[config.mk]
export PLATFORM = sky130hd
export DESIGN_NAME = gpio_pwm_bank_flat
export DESIGN_NICKNAME = d
export VERILOG_FILES = /design/src/rtl/gpio_pwm_if.sv /design/src/rtl/gpio_pwm_bank.sv /design/src/flat_wrapper.sv
export SDC_FILE = /design/constraint.sdc
export NUM_CORES = 1
export LEC_CHECK = 0
export BUFFER_PORTS_ARGS = -buffer_cell sky130_fd_sc_hd__buf_2
export CAP_MARGIN = 0
export CORE_MARGIN = 3
export CORE_UTILIZATION = 57
export DETAILED_ROUTE_END_ITERATION = 10
export PLACE_DENSITY_LB_ADDON = 0.3
export SYNTH_ARGS = -nofsm -noshare
export SYNTH_HDL_FRONTEND = slang
export SYNTH_SLANG_ARGS = --single-unit
[constraint.sdc]
create_clock -name clk -period 3.3 [get_ports clk]
set_clock_uncertainty 0.05 [all_clocks]
set_input_delay 0.165 -clock clk [delete_from_list [all_inputs] [get_ports clk]]
set_output_delay 0.165 -clock clk [all_outputs]
set_load 0.01 [all_outputs]
[src/rtl/gpio_pwm_if.sv]
// Bundle of the GPIO-state word, run/stop control and PWM pin outputs
// exchanged between the GPIO register bank (master) and the PWM bank (slave).
interface gpio_pwm_if #(
    parameter int CHANNELS = 4,
    parameter int DUTY_W   = 8
);
    logic [CHANNELS*DUTY_W-1:0] i_gpio_state;
    logic                       i_enable;
    logic [CHANNELS-1:0]        o_pwm;
    logic                       o_period_start;

    modport master (
        output i_gpio_state,
        output i_enable,
        input  o_pwm,
        input  o_period_start
    );

    modport slave (
        input  i_gpio_state,
        input  i_enable,
        output o_pwm,
        output o_period_start
    );
endinterface

[src/rtl/gpio_pwm_bank.sv]
// PWM bank driven by packed duty fields from the GPIO state word; duties are
// double-buffered and only reloaded at a period wrap so outputs never glitch.
module gpio_pwm_bank #(
    parameter int CHANNELS = 4,
    parameter int DUTY_W   = 8,
    parameter int PRESCALE = 1
) (
    input  logic        clk,
    input  logic        areset,
    gpio_pwm_if.slave   bus
);
    localparam int PW = (PRESCALE > 1) ? $clog2(PRESCALE) : 1;
    localparam logic [PW-1:0]     PRESC_LAST = PW'(PRESCALE - 1);
    // A period is MAX steps, so the count tops out at MAX-1 (all ones but the LSB).
    localparam logic [DUTY_W-1:0] CNT_LAST   = {{(DUTY_W-1){1'b1}}, 1'b0};

    logic [PW-1:0]       presc;
    logic [DUTY_W-1:0]   cnt;
    logic [DUTY_W-1:0]   shadow [CHANNELS];
    logic [CHANNELS-1:0] pwm_q;
    logic                period_start_q;
    logic                tick;
    logic                wrap;

    assign tick = bus.i_enable && (presc == PRESC_LAST);
    assign wrap = tick && (cnt == CNT_LAST);

    always_ff @(posedge clk or posedge areset) begin
        if (areset) begin
            presc          <= '0;
            cnt            <= '0;
            pwm_q          <= '0;
            period_start_q <= 1'b0;
            for (int i = 0; i < CHANNELS; i++) shadow[i] <= '0;
        end else if (!bus.i_enable) begin
            // Stopped: track the input continuously so a restart uses fresh duties.
            presc          <= '0;
            cnt            <= '0;
            pwm_q          <= '0;
            period_start_q <= 1'b0;
            for (int i = 0; i < CHANNELS; i++) shadow[i] <= bus.i_gpio_state[i*DUTY_W +: DUTY_W];
        end else begin
            presc <= tick ? '0 : presc + PW'(1);
            if (tick) cnt <= wrap ? '0 : cnt + DUTY_W'(1);
            for (int i = 0; i < CHANNELS; i++) begin
                if (wrap) shadow[i] <= bus.i_gpio_state[i*DUTY_W +: DUTY_W];
                pwm_q[i] <= (cnt < shadow[i]);
            end
            period_start_q <= wrap;
        end
    end

    assign bus.o_pwm          = pwm_q;
    assign bus.o_period_start = period_start_q;
endmodule

[src/flat_wrapper.sv]
// flat-port wrapper written by rule: the top's interface ports become plain ports
module gpio_pwm_bank_flat 
#(
    parameter int CHANNELS = 4,
    parameter int DUTY_W   = 8,
    parameter int PRESCALE = 1
)
  (clk, areset, bus_i_gpio_state, bus_i_enable, bus_o_pwm, bus_o_period_start);
  gpio_pwm_if #(.CHANNELS(CHANNELS), .DUTY_W(DUTY_W)) bus_i ();
  input  logic clk;
  input  logic areset;
  input wire logic [$bits(bus_i.i_gpio_state)-1:0] bus_i_gpio_state;
  input wire logic [$bits(bus_i.i_enable)-1:0] bus_i_enable;
  output wire logic [$bits(bus_i.o_pwm)-1:0] bus_o_pwm;
  output wire logic [$bits(bus_i.o_period_start)-1:0] bus_o_period_start;
  assign bus_i.i_gpio_state = bus_i_gpio_state;
  assign bus_i.i_enable = bus_i_enable;
  assign bus_o_pwm = bus_i.o_pwm;
  assign bus_o_period_start = bus_i.o_period_start;
  gpio_pwm_bank #(.CHANNELS(CHANNELS), .DUTY_W(DUTY_W), .PRESCALE(PRESCALE)) u_core (.clk(clk), .areset(areset), .bus(bus_i));
endmodule
### Word level (Yosys, flattened, before mapping)

Index checks and enable logic that the tools add are counted.

* output and inout port bits: 5
* bits of input ports: 35
* register bits: 46

* order comparisons: 4
* equality and inequality tests: 3
* bitwise logic cells: 1
* $add $sub $neg: 2
* mux-type cells: 12
* reductions and logical operators: 2

Operators by type and width (count)
* two-way mux 8 bit: 7
* less-than comparator 8 bit: 4
* two-way mux 32 bit: 1
* adder 8 x 1 -> 8 bit (second input constant): 1
* == test 8 bit (second input constant): 1
* two-way mux 4 bit: 1
* inequality test 2 x 1 -> 1 bit (second input constant): 2
* two-way mux 1 bit: 3
* logical AND 1 bit: 2
* adder 1 bit (second input constant): 1
* NOT 1 bit: 1

### Depth between registers and ports, before layout

Gate-level depths: netlist of the first run.

* depth after elaboration: 6
* mapped depth: 7
* depth with buffers taken out: 5

### Least setup slack after synthesis of the first run

Ideal clock, no wire load.

* kind: register to register
* start: register u_core.cnt[0]
* end: register u_core.shadow[0] (netlist bit)
* cell stages (with the launch flop): 8
* slack: 1.449 ns
* arrival time: 1.676 ns
* cell sequence: dfrtp_1 clkbuf_1 inv_1 ha_1 nand4b_4 o21ai_4 buf_6 mux2_2

* cells in the longest elaborated chain, start to end: 3

Ends and longest elaborated chain
* start, declared: RTL line gpio_pwm_bank.sv:18 `logic [DUTY_W-1:0] cnt;`
* start signal, assigned: RTL line gpio_pwm_bank.sv:44 `if (tick) cnt <= wrap ? '0 : cnt + DUTY_W'(1);`
* == test 8 bit: RTL line gpio_pwm_bank.sv:26 `assign wrap = tick && (cnt == CNT_LAST);`
* logical AND 1 bit: RTL line gpio_pwm_bank.sv:26
* inequality test 2 x 1 -> 1 bit (no source line)
* end signal, assigned by index: RTL line gpio_pwm_bank.sv:46 `if (wrap) shadow[i] <= bus.i_gpio_state[i*DUTY_W +: DUTY_W];`
* end, declared: RTL line gpio_pwm_bank.sv:19 `logic [DUTY_W-1:0] shadow [CHANNELS];`

Every way passes these cells.
A chain may end at the register's enable or synchronous reset.

### Worst setup path in the final report of the first run

* start: register u_core.cnt[0]
* end: register u_core.shadow[8] (netlist bit)

The elaborated chain is that of the path after synthesis.

==> impl_metrics.csv, run 1 <==
group,metric,value,unit
sta,fmax,0.438,GHz
synth,synth.distinct_cells,31,
synth,synth-edff-count,0,
pwr,p_leak,1.50,nW
synth,postSynthAreaPerCell,11.2,sq um
synth,syn-cell-area,2570,sq um
sta,min_period,2.29,ns
hold_path,hp-class,"in -> reg",
synth,ys_warn_count,0,
sta,fin_crit_sh,0.692,
clocking,cts_buffer_depth,2,
setup_path,reg2reg_depth,6,
synth,synthCells,229,
die,initial_core_util,0.615,
synth,synth_top_area_share,0.448,
status,outcome,"finished, final reports clean",
pwr,p_int,0.000906,W
clocking,cts_sinks,46,
global_routing,antenna_found_initial,0,
clocking,numCtsBuffers,5,
finish,syn_to_final_growth,14.2,%
finish,multi_input_area,1250,sq um
route,drt_iter0_drc,94,
pwr,power_frac_comb,0.139,
finish,utilization,0.703,
synth,synthFlopType,"dfrtp_1",
setup_path,crit_type,"reg -> reg",
die,die_h,73.1,microns
setup_path,critPathCaptureType,"flip-flop",
setup_path,arrival,2.42,ns
synth,ys_ff_latch,46,
sta,drv_slew,0,
setup_path,required,3.44,ns
clocking,clock-root-buffer,"clkbuf_8",
clocking,tritoncts,"done",
pwr,power_switching,0.000301,W
global_routing,grt.total_usage,0.217,
sta,tightest_slew,0.649,ns
finish,fillers,326,
sta,relSlewSlack,0.565,
setup_path,r2r-start,"u_core.cnt[0]",
pwr,power.density,412,nW/um^2
die,dieArea,5350,sq um
setup_path,r2r_end,"u_core.shadow[8]",
sta,fin_ws,1.01,ns
setup_path,rrSetupSlack,1.01,ns
finish,final_nets,338,
route,via_per_inst,5.50,
finish,final_cells,324,
place,port_buffers,39,
route,drc_errors,0,
route,wl,5180,microns
clocking,ctsResizeCount,0,
synth,yosysTopAreaCell,"dfrtp_1",
synth,ys_seq_area_frac,0.448,
synth,yosysMostFrequentCell,"dfrtp_1",
setup_path,crit_start,"u_core.cnt[0]",
synth,synthTopCellsByArea,"dfrtp_1, ha_1, mux2_2, inv_1, o21ai_0",
place,dp_hpwl,3780,microns
route,wl_per_cell,16.0,microns
global_routing,grt_pass1_wl,8740,microns
die,num_io_pins,40,
job,cap_violations,0,
clocking,clk_pin_slew,0.09,ns
die,die_w,73.1,microns
sta,rsz0062_at_grt,"false",
sta,tns,0,ns
sta,setup_viol,0,
die,core_region_area,4170,sq um
global_routing,gr-total-overflow,0,
finish,layout-drive-gt1-share,0.310,
pwr,clock_power_share,0.334,
finish,antenna_cells,0,
pwr,seqPwrFrac,0.527,
place,dpl.cell_count,315,
place,post-place-ws,1.06,ns
global_routing,grt_max_degree,31,
sta,hold_viol,0,
setup_path,crit_end,"u_core.shadow[8]",
synth,ys_async_sr_fraction,1.00,
place,gp_congestion,0.795,
pwr,vdd_drop_max,386,uV
finish,regArea,1150,sq um
die,std_cell_rows,23,
pwr,swShare,0.249,
route,antenna_left,0,
route,vias,1782,
setup_path,start_kind,"flip-flop",
global_routing,grt_pass1_vias,1834,
clocking,htree_levels,2,
setup_path,cp_max_fo,19,
route,first_pass_iters,4,
pwr,power.total,0.00121,W
synth,synth_common_cells,"dfrtp_1, inv_1, mux2_2",
synth,synth_nets,294,
clocking,clkLatencyLatePin,0.31,ns
==> routing by layer <==
metal | routed length [microns] | vias up | GRT usage | part of all wire
met5 | 0 | - | 0 | 0
met4 | 79 | 0 | 0.0615 | 0.015
met3 | 253 | 7 | 0.0523 | 0.049
met2 | 2560 | 41 | 0.367 | 0.49
met1 | 2300 | 848 | 0.275 | 0.44
li1 | - | 886 | - | -
==> critical path: stages (launching register included) <==
cell and delay, ns:
dfrtp_1 0.50, inv_1 0.10, ha_1 0.19, nand4b_4 0.16, o21ai_4 0.56, buf_12 0.24
mux2_2 0.35
==> cell type report <==
type,count,share of cell area
flip-flops and latches,46,0.393
clock buffers,8,0.0376
repair buffers,42,0.0794
well taps,50,0.0213
inverters,34,0.0435
multi-input cells,144,0.426
==> kinds of logic after synthesis <==
kind of cell    Yosys count  synth area share
flops                    46             0.448
simple gates             43             0.100
buf+inv                  39            0.0658
compound gates           37            0.0936
mux                      33             0.144
fa+ha+maj                30             0.146
other cells               1           0.00146
==> repair_timing <==
| item | CTS | global route |
|---|---|---|
| endpoints found under the hold margin | 16 | 0 |
| buffers inserted | 0 | 0 |
| hold buffers | 1 | 0 |
| setup endpoints to repair | 0 | 0 |
==> how the worst min path moves through the flow <==
stage / start / to / slack [ns] / depth (start not counted)
after floorplan: bus_i_gpio_state[24] / u_core.shadow[0] / 0.27 / 1
after global placement: areset / u_core.shadow[11] / 0.12 / 2
after detailed placement: areset / u_core.shadow[8] / 0.12 / 2
after CTS: bus_i_gpio_state[13] / u_core.shadow[21] / 0.03 / 2
after global routing: bus_i_gpio_state[4] / u_core.shadow[28] / 0.03 / 2
final: bus_i_gpio_state[13] / u_core.shadow[21] / 0.03 / 2
==> state kept, by name (all words and copies together) (netlist names) <==
| register | count |
|---|---|
| u_core.shadow | 32 |
| u_core.bus.o_period_start | 1 |
| u_core.cnt | 8 |
| u_core.bus.o_pwm | 4 |
| u_core.presc | 1 |
==> per-stage QoR <==
stage / instance area, sq um / hold slack, ns
after detailed placement: 2810 / 0.119
after CTS: 2930 / 0.0288
after global routing: 2930 / 0.0319
final: 2930 / 0.0281
after floorplan: 2570 / 0.267
after global placement: 2810 / 0.118
==> cell usage in the layout (no fill, tap or decap), types with 2 or more instances in the layout <==
master / netlist / final
dfrtp_1: 46 / 46
buf_2: 0 / 39
inv_1: 34 / 33
mux2_2: 32 / 32
ha_1: 30 / 30
o21ai_0: 14 / 14
a21oi_1: 10 / 10
nand2_1: 9 / 9
nor3_1: 9 / 9
clkbuf_8: 0 / 8
nor2_1: 7 / 7
nor3b_1: 4 / 4
o2111ai_1: 4 / 4
nand2b_1: 3 / 3
nor2b_1: 3 / 3
a2111oi_0: 3 / 3
or3_1: 2 / 2
==> power by group through the flow <==
| stage | clock network [W] | registers (W) | logic (W) |
|---|---|---|---|
| after floorplan | 0 | 0.000637 | 0.000118 |
| after global placement | 0 | 0.000644 | 0.000159 |
| after detailed placement | 0 | 0.000647 | 0.000166 |
| after CTS | 0.000405 | 0.000636 | 0.000170 |
| after global routing | 0.000430 | 0.000641 | 0.000191 |
| final | 0.000404 | 0.000636 | 0.000167 |
(Power assumes the default switching activity.)
==> run 2: changes to the inputs <==
- CORE_UTILIZATION: 57 -> 51
- clock period: 3.3 -> 2.1 ns (I/O delays scaled with it)
==> impl_metrics.csv, run 2 (same netlist as run 1, synthesis figures left out) <==
group,metric,value,unit
status,outcome,"finished, final reports clean",
clocking,clkLatencyLatePin,0.30,ns
sta,tns,0,ns
setup_path,r2r-start,"u_core.cnt[4]",
setup_path,rrSetupSlack,0.25,ns
finish,largest_reg_flops,32,
setup_path,r2r_end,"u_core.shadow[15]",
setup_path,crit_start,"u_core.cnt[4]",
die,initial_core_util,0.536,
die,std_cell_rows,25,
global_routing,grt_pass1_vias,2006,
route,wl_per_cell,14.1,microns
global_routing,antenna_found_initial,0,
setup_path,critPathCaptureType,"flip-flop",
job,cap_violations,0,
sta,tightest_slew,0.574,ns
sta,hold_viol,0,
global_routing,grt.total_usage,0.204,
route,via_per_inst,5.16,
global_routing,grt_pass1_wl,9470,microns
die,core_region_area,4790,sq um
die,num_io_pins,40,
die,dieArea,5920,sq um
setup_path,cp_cell_sequence,"nand4_4, o21ai_4, buf_4, mux2_2",
pwr,vdd_drop_max,418,uV
clocking,clk_pin_slew,0.08,ns
clocking,htree_levels,2,
route,wl,5320,microns
clocking,tritoncts,"done",
route,antenna_left,0,
route,drc_errors,0,
pwr,power.density,598,nW/um^2
place,port_buffers,39,
place,dp_hpwl,3410,microns
setup_path,max_stage_delay,0.59,ns
sta,min_period,1.85,ns
setup_path,crit_type,"reg -> reg",
setup_path,cp_max_fo,23,
finish,mostFrequentLayoutCell,"dfrtp_1",
setup_path,start_kind,"flip-flop",
finish,largest_register,"u_core.shadow",
sta,fin_crit_sh,0.882,
sta,rsz0062_at_grt,"false",
clocking,cts_buffer_depth,2,
hold_path,hp-class,"in -> reg",
clocking,clock-root-buffer,"clkbuf_8",
global_routing,grt_max_degree,47,
route,vias,1949,
die,die_h,77.0,microns
finish,layout_common_cells,"dfrtp_1, buf_2, inv_1, dlygate4sd3_1, mux2_2",
setup_path,crit_end,"u_core.shadow[15]",
sta,drv_slew,0,
sta,relSlewSlack,0.617,
setup_path,reg2reg_depth,4,
die,die_w,77.0,microns
setup_path,arrival,1.99,ns
finish,antenna_cells,0,
finish,layout-drive-gt1-share,0.289,
finish,final_nets,376,
setup_path,crit_path_top_delay_cell,"dfrtp_1",
finish,syn_to_final_growth,28.9,%
setup_path,required,2.24,ns
clocking,cts_sinks,46,
sta,setup_viol,0,
pwr,p_leak,1.66,nW
global_routing,gr-total-overflow,0,
sta,fmax,0.540,GHz
place,gp_congestion,0.767,
route,drt_iter0_drc,48,
finish,utilization,0.692,
clocking,numCtsBuffers,5,
route,first_pass_iters,4,
## run 2: where the power goes
group | internal [W] | switching [W] | total (W) | leakage [nW]
sequential | 0.000955 | 0.0000360 | 0.000991 | 0.556
combinational | 0.000176 | 0.000136 | 0.000311 | 1.05
clock | 0.000381 | 0.000294 | 0.000675 | 0.0573
## run 2: how the worst min path moves through the flow
stage	startpoint	to	slack, ns	depth (start not counted)
3_3_place_gp	areset	u_core.shadow[11]	0.23	3
6_report	bus_i_enable	u_core.bus.o_pwm[1]	0.1	3
2_1_floorplan	bus_i_gpio_state[24]	u_core.shadow[0]	0.21	1
4_1_cts	bus_i_enable	u_core.bus.o_pwm[1]	0.09	3
3_5_place_dp	areset	u_core.shadow[10]	0.24	3
5_1_grt	bus_i_enable	u_core.cnt[7]	0.11	3
## run 2: cell type report
| cell class | count | area [sq um] |
|---|---|---|
| timing repair buffer | 80 | 586 |
| fill | 370 | 1480 |
| clock inverter | 1 | 30.0 |
| tap | 67 | 83.8 |
| sequential | 46 | 1150 |
| inverter | 34 | 128 |
| clock buffer | 6 | 82.6 |
| multi-input combinational | 144 | 1250 |
## run 2: layer usage
layer | vias up | part of all wire | track usage
li1 | 966 | - | -
met1 | 936 | 0.44 | 0.251
met2 | 39 | 0.51 | 0.352
met3 | 8 | 0.031 | 0.0411
met4 | 0 | 0.021 | 0.0779
met5 | - | 0 | 0
## run 2: repair_timing
item | 4_1_cts | 5_1_grt
setup endpoints to repair | 0 | 1
endpoints found under the hold margin | 78 | 0
hold buffers | 33 | 0
setup buffers | 0 | 0
gates resized for setup | 0 | 1
## run 2: metrics by stage
step	hold slack (ns)	power, W	setup slack [ns]	instances	area [sq um]
6_report	0.0998	0.00198	0.248	378	3310
5_1_grt	0.112	0.00210	0.0752	378	3310
4_1_cts	0.0874	0.00199	0.200	378	3310
3_5_place_dp	0.243	0.00127	0.220	338	2870
3_3_place_gp	0.230	0.00127	0.294	338	2870
2_1_floorplan	0.207	0.00119	0.249	229	2570
## run 2: critical path: cells and delay by family (launching register included)
family,cells,cell delay (ns)
multiplexers,1,0.38
flip-flops,1,0.59
buffers and inverters,1,0.32
AND/OR/NAND/NOR,1,0.21
AO/OA/AOI/OAI,1,0.19
==> run 3: changes to the inputs <==
- ABC_AREA: unset -> 1
- BUFFER_PORTS_ARGS: -buffer_cell sky130_fd_sc_hd__buf_2 -> -buffer_cell sky130_fd_sc_hd__buf_4
==> impl_metrics.csv, run 3 <==
group,metric,value,unit
finish,largest_reg_flops,32,
synth,synthFlopType,"dfrtp_1",
route,wl_per_cell,11.8,microns
synth,synth_nets,374,
finish,layout_common_cells,"nand2_1, inv_1, dfrtp_1",
synth,ys_async_sr_fraction,1.00,
synth,synthCells,309,
die,std_cell_rows,25,
setup_path,crit_type,"reg -> reg",
synth,yosysMostFrequentCell,"nand2_1",
route,first_pass_iters,4,
sta,setup_viol,0,
job,cap_violations,0,
place,gp_congestion,0.818,
sta,relSlewSlack,0.535,
route,antenna_left,0,
setup_path,required,2.22,ns
finish,utilization,0.701,
clocking,clock-root-buffer,"clkbuf_8",
clocking,cts_setup_buffers,0,
setup_path,rrSetupSlack,0.35,ns
die,dieArea,6240,sq um
setup_path,r2r-start,"u_core.cnt[0]",
finish,layout-drive-gt1-share,0.261,
hold_path,min_from,"bus_i_gpio_state[28]",
sta,fin_ws,0.351,ns
clocking,numCtsBuffers,5,
global_routing,grt.total_usage,0.192,
place,port_buffers,39,
synth,postSynthAreaPerCell,8.79,sq um
finish,final_nets,452,
clocking,clkLatencyLatePin,0.29,ns
route,drc_errors,0,
sta,tightest_slew,0.693,ns
die,initial_core_util,0.550,
clocking,htree_levels,2,
die,die_w,79.0,microns
sta,min_period,1.75,ns
clocking,tritoncts,"done",
synth,synth_common_cells,"nand2_1, inv_1, dfrtp_1",
sta,fmax,0.572,GHz
finish,antenna_cells,0,
synth,synthTopCellsByArea,"dfrtp_1, ha_1, nand2_1, inv_1, nand2_2",
setup_path,start_kind,"flip-flop",
route,drt_iter0_drc,90,
synth,yosysTopAreaCell,"dfrtp_1",
place,dp_hpwl,3830,microns
place,post-place-ws,0.377,ns
synth,synth.distinct_cells,25,
route,via_per_inst,4.74,
synth,ys_warn_count,0,
die,die_h,79.0,microns
sta,hold_viol,0,
clocking,ctsResizeCount,0,
global_routing,grt_pass1_wl,9380,microns
finish,regArea,1150,sq um
hold_path,whs_endpoint,"u_core.shadow[4]",
synth,synth_top_area_share,0.424,
finish,multi_input_area,1290,sq um
pwr,vdd_drop_max,397,uV
global_routing,grt_max_degree,50,
global_routing,gr-total-overflow,0,
setup_path,critPathCaptureType,"flip-flop",
setup_path,arrival,1.87,ns
sta,fin_crit_sh,0.833,
pwr,power.total,0.00187,W
finish,fillers,414,
synth,ys_seq_area_frac,0.424,
hold_path,whs_path_depth,3,
hold_path,hp-class,"in -> reg",
clocking,cts_buffer_depth,2,
sta,rsz0062_at_grt,"false",
pwr,power.density,540,nW/um^2
sta,drv_slew,0,
finish,largest_register,"u_core.shadow",
setup_path,r2r_end,"u_core.shadow[31]",
clocking,cts_sinks,46,
global_routing,antenna_found_initial,0,
sta,tns,0,ns
global_routing,grt_pass1_vias,2108,
clocking,clk_pin_slew,0.08,ns
setup_path,reg2reg_depth,8,
finish,syn_to_final_growth,27.4,%
die,core_region_area,4940,sq um
synth,ys_ff_latch,46,
synth,synth-edff-count,0,
pwr,p_leak,1.84,nW
finish,mostFrequentLayoutCell,"nand2_1",
die,num_io_pins,40,
setup_path,cp_max_fo,49,
route,vias,2150,
route,wl,5350,microns
status,outcome,"finished, final reports clean",
synth,syn-cell-area,2720,sq um
[run 3: per-stage QoR]
stage               hold slack (ns)  cells  area [sq um]
floorplan                     0.164    309          2720
global placement              0.113    415          3070
detailed placement            0.118    415          3070
CTS                        0.000598    454          3460
global route                0.00250    454          3460
finish                     0.000422    454          3460
[run 3: power by group]
part | total, W | leakage (nW) | switching, W | internal [W]
Clock | 0.000511 | 0.0383 | 0.000282 | 0.000230
Sequential | 0.000970 | 0.572 | 0.0000215 | 0.000948
Combinational | 0.000388 | 1.23 | 0.000204 | 0.000184
[run 3: timing repair]
action,CTS,global route
hold buffers,32,0
endpoints found under the setup margin,0,0
hold endpoints to repair,49,0
[run 3: critical path, cell delays in order (launching register included)]
cell     delay (ns)
dfrtp_1        0.43
inv_1          0.16
ha_1           0.16
nand2_1        0.04
nor2_1         0.18
nand2_2        0.08
nand2_2        0.10
buf_12         0.27
o21ai_0        0.12
[run 3: layout make-up]
type	instances	area share
clock buffer	7	0.0220
inverter	49	0.0531
multi-input combinational	207	0.372
sequential	46	0.332
tap	67	0.0242
timing repair buffer	78	0.196
[run 3: kinds of logic after synthesis]
group	Yosys count	share of synthesized area
DFF	46	0.424
AOI/OAI and AO/OA	41	0.106
xor gates and xnor gates	1	0.00322
adders and majority gates	30	0.138
buffers and inverters	56	0.102
and+or+nand+nor	134	0.226
other	1	0.00138
[run 3: metal layers]
| layer | share of wire | vias to the layer above | GRT usage |
|---|---|---|---|
| met2 | 0.51 | 37 | 0.325 |
| li1 | - | 1124 | - |
| met4 | 0.011 | 0 | 0.0619 |
| met3 | 0.042 | 6 | 0.0374 |
| met1 | 0.44 | 983 | 0.246 |
| met5 | 0 | - | 0 |
[run 3: worst max path at each step]
stage,start,end,slack (ns),depth (start not counted)
final,u_core.cnt[0],u_core.shadow[31],0.35,8
after global routing,u_core.cnt[0],u_core.shadow[15],0.20,9
after CTS,u_core.cnt[0],u_core.shadow[15],0.36,8
after detailed placement,u_core.cnt[0],u_core.shadow[15],0.38,8
after global placement,u_core.cnt[0],u_core.shadow[23],0.45,8
after floorplan,u_core.cnt[0],u_core.shadow[4],0.57,9
